--- src/rtl/uart_tx_scheduler_if.sv ---
// Client request/ack bundle plus TX FIFO write/status lines for uart_tx_scheduler.
// master: the clients and FIFO environment. slave: the scheduler.
interface uart_tx_scheduler_if #(
  parameter int NUM_CLIENTS = 4
);
  logic [NUM_CLIENTS-1:0]   REQ;
  logic [8*NUM_CLIENTS-1:0] CLIENT_DATA;
  logic [NUM_CLIENTS-1:0]   CLIENT_LAST;
  logic [NUM_CLIENTS-1:0]   CLIENT_ACK;
  logic [NUM_CLIENTS-1:0]   GRANT;
  logic                     ABORT;
  logic [31:0]              TX_WD;
  logic                     TX_WE;
  logic [31:0]              TX_RD;
  logic                     BUSY;

  modport master (
    output REQ, CLIENT_DATA, CLIENT_LAST, TX_RD,
    input  CLIENT_ACK, GRANT, ABORT, TX_WD, TX_WE, BUSY
  );

  modport slave (
    input  REQ, CLIENT_DATA, CLIENT_LAST, TX_RD,
    output CLIENT_ACK, GRANT, ABORT, TX_WD, TX_WE, BUSY
  );
endinterface

--- src/rtl/uart_tx_scheduler.sv ---
// Round-robin scheduler that moves client byte streams into a UART TX FIFO.
// A packet owner keeps its grant until LAST or an idle timeout; bursts are
// capped at MAX_BURST bytes per empty-FIFO window so the FIFO never overflows.
module uart_tx_scheduler #(
  parameter int NUM_CLIENTS  = 4,
  parameter int MAX_BURST    = 31,
  parameter int IDLE_TIMEOUT = 255
) (
  input  logic                  CLK,
  input  logic                  RESET,
  uart_tx_scheduler_if.slave    bus
);
  localparam int IW  = (NUM_CLIENTS > 1) ? $clog2(NUM_CLIENTS) : 1;
  localparam int BW  = $clog2(MAX_BURST + 1);
  localparam int IDW = $clog2(IDLE_TIMEOUT + 1);

  typedef enum logic [2:0] {
    IDLE       = 3'd0,
    ARB        = 3'd1,
    WAIT_EMPTY = 3'd2,
    XFER       = 3'd3,
    SETTLE     = 3'd4
  } state_t;

  state_t                 state;
  logic [IW-1:0]          rr_ptr;
  logic [IW-1:0]          gidx;
  logic [NUM_CLIENTS-1:0] grant;
  logic [BW-1:0]          burst_cnt;
  logic [IDW-1:0]         idle_cnt;
  logic                   abort_q;

  logic                   timeout;
  logic                   req_g;
  logic                   last_g;
  logic                   wr;
  logic [7:0]             data_g;
  logic [IW-1:0]          gnext;
  logic                   arb_hit;
  logic [IW-1:0]          arb_idx;
  logic                   unused_rd;

  // Only the empty/idle flag of the FIFO status matters here.
  assign unused_rd = ^bus.TX_RD[31:1];

  assign timeout = (state == XFER) && (idle_cnt == IDW'(IDLE_TIMEOUT));
  assign req_g   = bus.REQ[gidx];
  assign last_g  = bus.CLIENT_LAST[gidx];
  // Zero-latency pass-through; reset and the abort cycle suppress the write.
  assign wr      = (state == XFER) && req_g && !timeout && !RESET;
  assign gnext   = (gidx == IW'(NUM_CLIENTS - 1)) ? '0 : gidx + 1'b1;

  assign bus.TX_WE      = wr;
  assign bus.CLIENT_ACK = wr ? grant : '0;
  assign bus.TX_WD      = {24'd0, data_g};
  assign bus.GRANT      = grant;
  assign bus.ABORT      = abort_q;
  assign bus.BUSY       = (state != IDLE);

  // Byte mux for the granted client.
  always_comb begin
    data_g = '0;
    for (int i = 0; i < NUM_CLIENTS; i++)
      if (gidx == IW'(i)) data_g = bus.CLIENT_DATA[8*i +: 8];
  end

  // First requester at or after rr_ptr; scanning downward lets the nearest win.
  always_comb begin
    int idx;
    logic [IW-1:0] ci;
    idx     = 0;
    ci      = '0;
    arb_hit = 1'b0;
    arb_idx = '0;
    for (int k = NUM_CLIENTS - 1; k >= 0; k--) begin
      idx = (int'(rr_ptr) + k) % NUM_CLIENTS;
      ci  = IW'(idx);
      if (bus.REQ[ci]) begin
        arb_hit = 1'b1;
        arb_idx = ci;
      end
    end
  end

  // Scheduler FSM with registered grant/abort and packet bookkeeping.
  always_ff @(posedge CLK) begin
    if (RESET) begin
      state     <= IDLE;
      rr_ptr    <= '0;
      gidx      <= '0;
      grant     <= '0;
      burst_cnt <= '0;
      idle_cnt  <= '0;
      abort_q   <= 1'b0;
    end else begin
      abort_q <= 1'b0;
      case (state)
        IDLE: if (|bus.REQ) state <= ARB;
        ARB: begin
          if (arb_hit) begin
            grant <= NUM_CLIENTS'(1) << arb_idx;
            gidx  <= arb_idx;
            state <= WAIT_EMPTY;
          end else begin
            state <= IDLE;
          end
        end
        WAIT_EMPTY: begin
          idle_cnt <= '0;
          if (bus.TX_RD[0]) begin
            burst_cnt <= '0;
            state     <= XFER;
          end
        end
        XFER: begin
          if (timeout) begin
            abort_q  <= 1'b1;
            grant    <= '0;
            rr_ptr   <= gnext;
            idle_cnt <= '0;
            state    <= SETTLE;
          end else if (wr) begin
            idle_cnt <= '0;
            if (burst_cnt != BW'(MAX_BURST)) burst_cnt <= burst_cnt + 1'b1;
            if (last_g) begin
              grant  <= '0;
              rr_ptr <= gnext;
              state  <= SETTLE;
            end else if (burst_cnt == BW'(MAX_BURST - 1)) begin
              state <= SETTLE;
            end
          end else begin
            idle_cnt <= idle_cnt + 1'b1;
          end
        end
        // One cycle for the FIFO empty flag to catch up with our writes.
        SETTLE: state <= (|grant) ? WAIT_EMPTY : IDLE;
        default: state <= IDLE;
      endcase
    end
  end
endmodule

--- src/flat_wrapper.sv ---
// flat-port wrapper written by rule: the top's interface ports become plain ports
module uart_tx_scheduler_flat 
#(
  parameter int NUM_CLIENTS  = 4,
  parameter int MAX_BURST    = 31,
  parameter int IDLE_TIMEOUT = 255
)
  (CLK, RESET, bus_REQ, bus_CLIENT_DATA, bus_CLIENT_LAST, bus_TX_RD, bus_CLIENT_ACK, bus_GRANT, bus_ABORT, bus_TX_WD, bus_TX_WE, bus_BUSY);
  uart_tx_scheduler_if #(.NUM_CLIENTS(NUM_CLIENTS)) bus_i ();
  input  logic CLK;
  input  logic RESET;
  input wire logic [$bits(bus_i.REQ)-1:0] bus_REQ;
  input wire logic [$bits(bus_i.CLIENT_DATA)-1:0] bus_CLIENT_DATA;
  input wire logic [$bits(bus_i.CLIENT_LAST)-1:0] bus_CLIENT_LAST;
  input wire logic [$bits(bus_i.TX_RD)-1:0] bus_TX_RD;
  output wire logic [$bits(bus_i.CLIENT_ACK)-1:0] bus_CLIENT_ACK;
  output wire logic [$bits(bus_i.GRANT)-1:0] bus_GRANT;
  output wire logic [$bits(bus_i.ABORT)-1:0] bus_ABORT;
  output wire logic [$bits(bus_i.TX_WD)-1:0] bus_TX_WD;
  output wire logic [$bits(bus_i.TX_WE)-1:0] bus_TX_WE;
  output wire logic [$bits(bus_i.BUSY)-1:0] bus_BUSY;
  assign bus_i.REQ = bus_REQ;
  assign bus_i.CLIENT_DATA = bus_CLIENT_DATA;
  assign bus_i.CLIENT_LAST = bus_CLIENT_LAST;
  assign bus_i.TX_RD = bus_TX_RD;
  assign bus_CLIENT_ACK = bus_i.CLIENT_ACK;
  assign bus_GRANT = bus_i.GRANT;
  assign bus_ABORT = bus_i.ABORT;
  assign bus_TX_WD = bus_i.TX_WD;
  assign bus_TX_WE = bus_i.TX_WE;
  assign bus_BUSY = bus_i.BUSY;
  uart_tx_scheduler #(.NUM_CLIENTS(NUM_CLIENTS), .MAX_BURST(MAX_BURST), .IDLE_TIMEOUT(IDLE_TIMEOUT)) u_core (.CLK(CLK), .RESET(RESET), .bus(bus_i));
endmodule
--- config.mk ---
export PLATFORM = sky130hd
export DESIGN_NAME = uart_tx_scheduler_flat
export DESIGN_NICKNAME = d
export VERILOG_FILES = /design/src/rtl/uart_tx_scheduler_if.sv /design/src/rtl/uart_tx_scheduler.sv /design/src/flat_wrapper.sv
export SDC_FILE = /design/constraint.sdc
export NUM_CORES = 1
export LEC_CHECK = 0
export CORE_MARGIN = 4
export CORE_UTILIZATION = 39
export CTS_CLUSTER_SIZE = 40
export DETAILED_ROUTE_END_ITERATION = 10
export GPL_ROUTABILITY_DRIVEN = 0
export GPL_TIMING_DRIVEN = 1
export PLACE_DENSITY = 0.81
export SYNTH_ARGS = -nofsm -noshare
export SYNTH_HDL_FRONTEND = slang
export SYNTH_SLANG_ARGS = --single-unit
--- constraint.sdc ---
create_clock -name CLK -period 2.3 [get_ports CLK]
set_clock_uncertainty 0.2 [all_clocks]
set_input_delay 0.46 -clock CLK [delete_from_list [all_inputs] [get_ports CLK]]
set_output_delay 0.46 -clock CLK [all_outputs]
set_load 0.01 [all_outputs]
Word-level counts from Yosys, hierarchy flattened
Index checks and enable logic that the tools add are counted.
{ "op_classes": {"add_sub_neg": 6, "order_cmp": 5, "n_eq_ne": 19, "n_shift": 1, "muxes": 52, "bitwise_logic": 1, "n_reduce_logical": 21} }
{ "ops": {"columns": ["operator", "n"], "rows": [
  ["8-bit 2-to-1 mux", 6],
  ["2-bit 2-to-1 mux", 10],
  ["4-bit 2-to-1 mux", 5],
  ["5-bit 2-to-1 mux", 4],
  ["3-bit 2-to-1 mux", 6],
  ["8-bit one-hot mux with 2 select lines", 1],
  ["2-bit by 3-bit < comparator with 1-bit output, second input constant", 5],
  ["3-bit one-hot mux with 5 select lines", 1],
  ["1-bit binary-select mux with 2-bit select", 6],
  ["1-bit 2-to-1 mux", 11],
  ["5-bit one-hot mux with 2 select lines", 1],
  ["8-bit by 1-bit adder with 8-bit output, second input constant", 1],
  ["8-bit equality test, second input constant", 1],
  ["4-bit one-hot mux with 2 select lines", 1],
  ["4-bit AND reduction", 2],
  ["2-bit nonzero test", 4],
  ["4-bit OR reduction", 2],
  ["3-bit by 2-bit equality test with 1-bit output, second input constant", 2],
  ["2-bit by 1-bit inequality test with 1-bit output, second input constant", 3],
  ["2-bit inequality test, second input constant", 3],
  ["3-bit by 1-bit inequality test with 1-bit output, second input constant", 2],
  ["5-bit by 1-bit adder with 5-bit output, second input constant", 1],
  ["5-bit equality test, second input constant", 1],
  ["5-bit inequality test, second input constant", 1],
  ["18 further kinds", 25]
]} }
{ "totals": {"reg_bits": 25, "input_bits": 74, "out_inout_bits": 43} }

Longest topological paths before layout
{ "logic_depth": {"ltp_word": 10, "ltp_mapped": 7, "ltp_nobuf": 6} }

Worst setup path before layout
Ideal clock, no wire load.
{ "synth_path": {"path_kind": "reg2out", "startpoint": "reg u_core.gidx[1]", "endpoint": "out bus_TX_WD[0]", "t_arrival_ps": 1649, "slack_ps": -9, "stages_incl_launch_ff": 7, "n_path_buf": 1, "path_cell_list": "dfxtp_1 inv_1 ha_1 clkbuf_1 nor2b_1 a221oi_1 o31ai_1"} }
{ "synth_between": {"elab_chain_cells": 5, "elab_cells_between_ends": 8, "classes_between": "eq/ne (3); mux (4); reduce/logical (1)"} }
{ "synth_lines": {"columns": ["element", "line_no", "rtl"], "rows": [
  ["start: declaration", "uart_tx_scheduler.sv:27", "logic [IW-1:0] gidx;"],
  ["start signal: assignment", "uart_tx_scheduler.sv:102", "gidx <= arb_idx;"],
  ["2-bit logical NOT", "uart_tx_scheduler.sv:64", "if (gidx == IW'(i)) data_g = bus.CLIENT_DATA[8*i +: 8];"],
  ["8-bit 2-to-1 mux (3 in a row)", "uart_tx_scheduler.sv:64", null],
  ["8-bit 2-to-1 mux (*)", "uart_tx_scheduler.sv:64", null],
  ["end: declaration", "flat_wrapper.sv:19", "output wire logic [$bits(bus_i.TX_WD)-1:0] bus_TX_WD;"]
]} }
Every way passes the cells marked *; elsewhere a longest branch is shown, timed or not.

Worst setup path in the final report
{ "layout_path": {"startpoint": "reg u_core.gidx[0]", "endpoint": "out bus_CLIENT_ACK[2]"} }
{ "layout_between": {"elab_chain_cells": 6} }
{ "layout_lines": {"columns": ["element", "line_no", "rtl"], "rows": [
  ["1-bit binary-select mux with 2-bit select", "uart_tx_scheduler.sv:47", "assign req_g = bus.REQ[gidx];"],
  ["1-bit 2-to-1 mux (implied by the code)", "uart_tx_scheduler.sv:47", null],
  ["1-bit logical AND (3 in a row)", "uart_tx_scheduler.sv:50", "assign wr = (state == XFER) && req_g && !timeout && !RESET;"],
  ["4-bit 2-to-1 mux", "uart_tx_scheduler.sv:54", "assign bus.CLIENT_ACK = wr ? grant : '0;"],
  ["end: declaration", "flat_wrapper.sv:16", "output wire logic [$bits(bus_i.CLIENT_ACK)-1:0] bus_CLIENT_ACK;"]
]} }
No other way between the ends. The select of a mux whose other input is x is not followed.

==> run metrics <==
status=complete, but fails checks; violated checks=setup timing; mapped cell area=between 2000 and 2500 µm²; Synth-to-Final Area Change=45.3%; 1st-iter DRT viols=107; Worst VDD drop=0.000244 V; Worst Slack Setup Final=-0.0881 ns; switch share=34.6%; Pwr Total=0.00139 W; CP bufs+invs=2; end of the worst hold path=u_core.burst_cnt[3]; worst reg2reg path depth=7; NetSw=0.000479 W; combinational family with the most area after synthesis=compound AO/OA/AOI/OAI gates; worst-path fanout max=5; Hold Path Depth=1; io pins=between 100 and 150; combinational share of power=45.3%; die area=6710 µm²; largest net degree at the start of global routing=16; final net count=431; R2R setup slack=roughly 0.27 ns; library cells used by synthesis=70; Num CTS Buffers=3; Setup TNS=-0.372 ns; Arr. time, crit path=1.73 ns; CTS H-tree depth=1; Finish-stage setup viols=7; power per cell area=between 400 and 500 nW/µm²; Num Clock Sinks=25; CP required=1.64 ns; total congestion overflow=0; Largest stage delay, worst path=0.50 ns; CTS tree=yes; wirelength, routed=6040 µm; max-slew violations=0; part of the power in the clock network=19.4%; CP Capture Type=output pin; CTS Hold Bufs=0; Adder-Cell Fraction of Synth Area=4.70%; DRC=0; Routed WL per cell=14.4 µm; vias in the first global route=2066; Die X=81.9 µm; FFs w/ async S/R, synth=0%; sequential power share=between 30% and 40%; Row Count=26; Most common cell on crit path=buf_6; fmax=419 MHz; RSZ-0062 raised after global routing=yes; Post-DP HPWL=~4700 µm; Reg clk slew, reported paths=0.09 ns; Root Buffer=clkbuf_8; Synth Register Bits=25; Setup Slack @ Placement=-0.681 ns; drt pass-1 iters=4; Final Hold Vio Count=0; sequential area share after synthesis=23.5%; initial antenna violation count=0; CP delay by family, top=multiplexers; synthesized area per cell=8.46 µm²; Worst R2R Start=u_core.gidx[0]; CORE AREA=5200 µm²; Compound-Gate Fraction of Synth Area=26.2%; HP Class=flip-flop to flip-flop; min Tclk post-route=2.39 ns; worst-path cell chain=buf_6, mux4_2, and3_4, and2_4, buf_6; CP startpoint kind=flip-flop; Skew-Pair Late Insertion Delay=about 0.28 ns; I/O Buffers=61; Max Cap Violations=0; Worst path slowest cell=mux4_2; die span in y=81.9 µm; fraction of layout cells with a size suffix above 1=27.6%; leakage=1.28 nW; antenna viol nets, final=0; yosys warns=0; critical path class=flip-flop to output pin; GRT Total Usage=17.7%; first-pass GRT wire length=between 9000 and 10000 µm; post-synthesis mux area share=under 10%; fin crit share=104%; buffer depth of the longest clock path=2; Hold Crit Start=u_core.burst_cnt[3]; antenna fix cells=0; number of synthesized flops with an enable pin=0; Synth Area in XOR/XNOR=2.06%; P_int=0.000907 W; Critical R2R Capture=u_core.burst_cnt[1]; post-synthesis simple-gate area fraction=approximately 26%; detail-routed via count per cell=~5.3; top_reg_cell synth=dfxtp_1; routed vias=2219; Mapped Cells=252; Initial Utilization=40.9%
==> synthesized netlist by cell type (4+ instances only) <==
cell type / count / area (µm²)
a21oi_1: 6 / 30.0
a221oi_1: 7 / 61.3
and2_1: 6 / 37.5
and3_1: 5 / 31.3
buf_4: 24 / 180
clkbuf_1: 6 / 22.5
dfxtp_1: 25 / 500
ha_1: 8 / 100
inv_1: 6 / 22.5
nand2_1: 18 / 67.6
nand3_1: 13 / 65.1
nand4_1: 4 / 25.0
nor2_1: 12 / 45.0
nor2b_1: 14 / 87.6
o2111ai_1: 6 / 52.6
o211ai_1: 5 / 37.5
o31ai_1: 7 / 52.6
==> kinds of logic (layout without fill, tap and decap cells) <==
logic type                 Yosys count  after routing
AOI/OAI and AO/OA                   68             68
muxes                                7              7
other                                1             24
xor gates and xnor gates             5              5
buffers and inverters               42            115
and+or+nand+nor                     96             96
adders and majority gates            8              8
DFF                                 25             25
==> worst reg2reg max path, cell delays in order, from the launching register on <==
cell and delay, ns:
dfxtp_4 0.37, buf_6 0.12, buf_4 0.12, buf_4 0.14
mux2_4 0.31, a22o_1 0.33, nand3_1 0.19, o221ai_1 0.13
==> area by class of cell <==
type                    count  area, µm²
well taps                  70       87.6
multi-input cells         208       1530
inverters                   6       22.5
fillers                   463       2110
repair buffers            105        907
flip-flops and latches     25        505
clock buffers               4       45.0
==> metal layers <==
metal / vias to the layer above / track usage [%] / wire (µm)
li1: 1097 / - / -
met1: 1023 / 21.0 / 2400
met2: 94 / 32.6 / 2970
met3: 5 / 3.40 / 622
met4: 0 / 3.82 / 42
met5: - / 0 / 0
==> state kept, by name, summed over array words and instances (netlist names) <==
signal	flops
u_core.idle_cnt	8
u_core.gidx	2
u_core.bus.GRANT	4
u_core.rr_ptr	2
u_core.state	3
u_core.bus.ABORT	1
u_core.burst_cnt	5
==> worst max path at each step <==
stage | from | endpoint | slack, ns | cells after the start
after floorplan | u_core.gidx[1] | bus_TX_WD[0] | 0.09 | 6
after global placement | bus_REQ[1] | bus_CLIENT_ACK[1] | -0.64 | 5
after detailed placement | bus_REQ[1] | bus_CLIENT_ACK[2] | -0.68 | 5
after CTS | u_core.gidx[0] | bus_CLIENT_ACK[1] | -0.08 | 5
after global routing | u_core.gidx[0] | bus_CLIENT_ACK[2] | -0.13 | 5
final | u_core.gidx[0] | bus_CLIENT_ACK[2] | -0.09 | 5
==> stage by stage <==
stage | cells | hold slack [ns] | utilization (%) | area [µm²]
2_1_floorplan | 275 | 0.248 | - | 2220
3_3_place_gp | 411 | 0.263 | 57.1 | 2970
3_5_place_dp | 411 | 0.281 | 57.1 | 2970
4_1_cts | 417 | 0.301 | 58.4 | 3040
5_1_grt | 418 | 0.351 | 59.5 | 3100
6_report | 418 | 0.309 | 59.5 | 3100
==> cells in the final DEF, fill, tap and decap left out, types with 5 or more instances in the layout <==
cell and count:
buf_2 10, nor2_1 12, a21oi_1 6, buf_4 40
clkdlybuf4s50_1 43, nand2_1 18, buf_6 7, conb_1 24
ha_1 5, nand3_1 13, nor2b_1 13, o31ai_1 7
dfxtp_1 23, o211ai_1 5, inv_1 5, o2111ai_1 6
a221oi_2 5
==> power by group through the flow <==
stage | registers, W | logic, W | clock network [W]
final | 0.000489 | 0.000628 | 0.000269
after global routing | 0.000494 | 0.000684 | 0.000289
after CTS | 0.000489 | 0.000612 | 0.000271
after detailed placement | 0.000499 | 0.000608 | 0
after global placement | 0.000498 | 0.000596 | 0
after floorplan | 0.000497 | 0.000351 | 0
==> repair_timing <==
action                                  CTS  global route
setup buffers                             2             1
resized for setup                        78            10
cloned                                    0             0
endpoints found under the setup margin   13            13
pin swaps                                 7             4
Power figures use the tool's default switching activity.
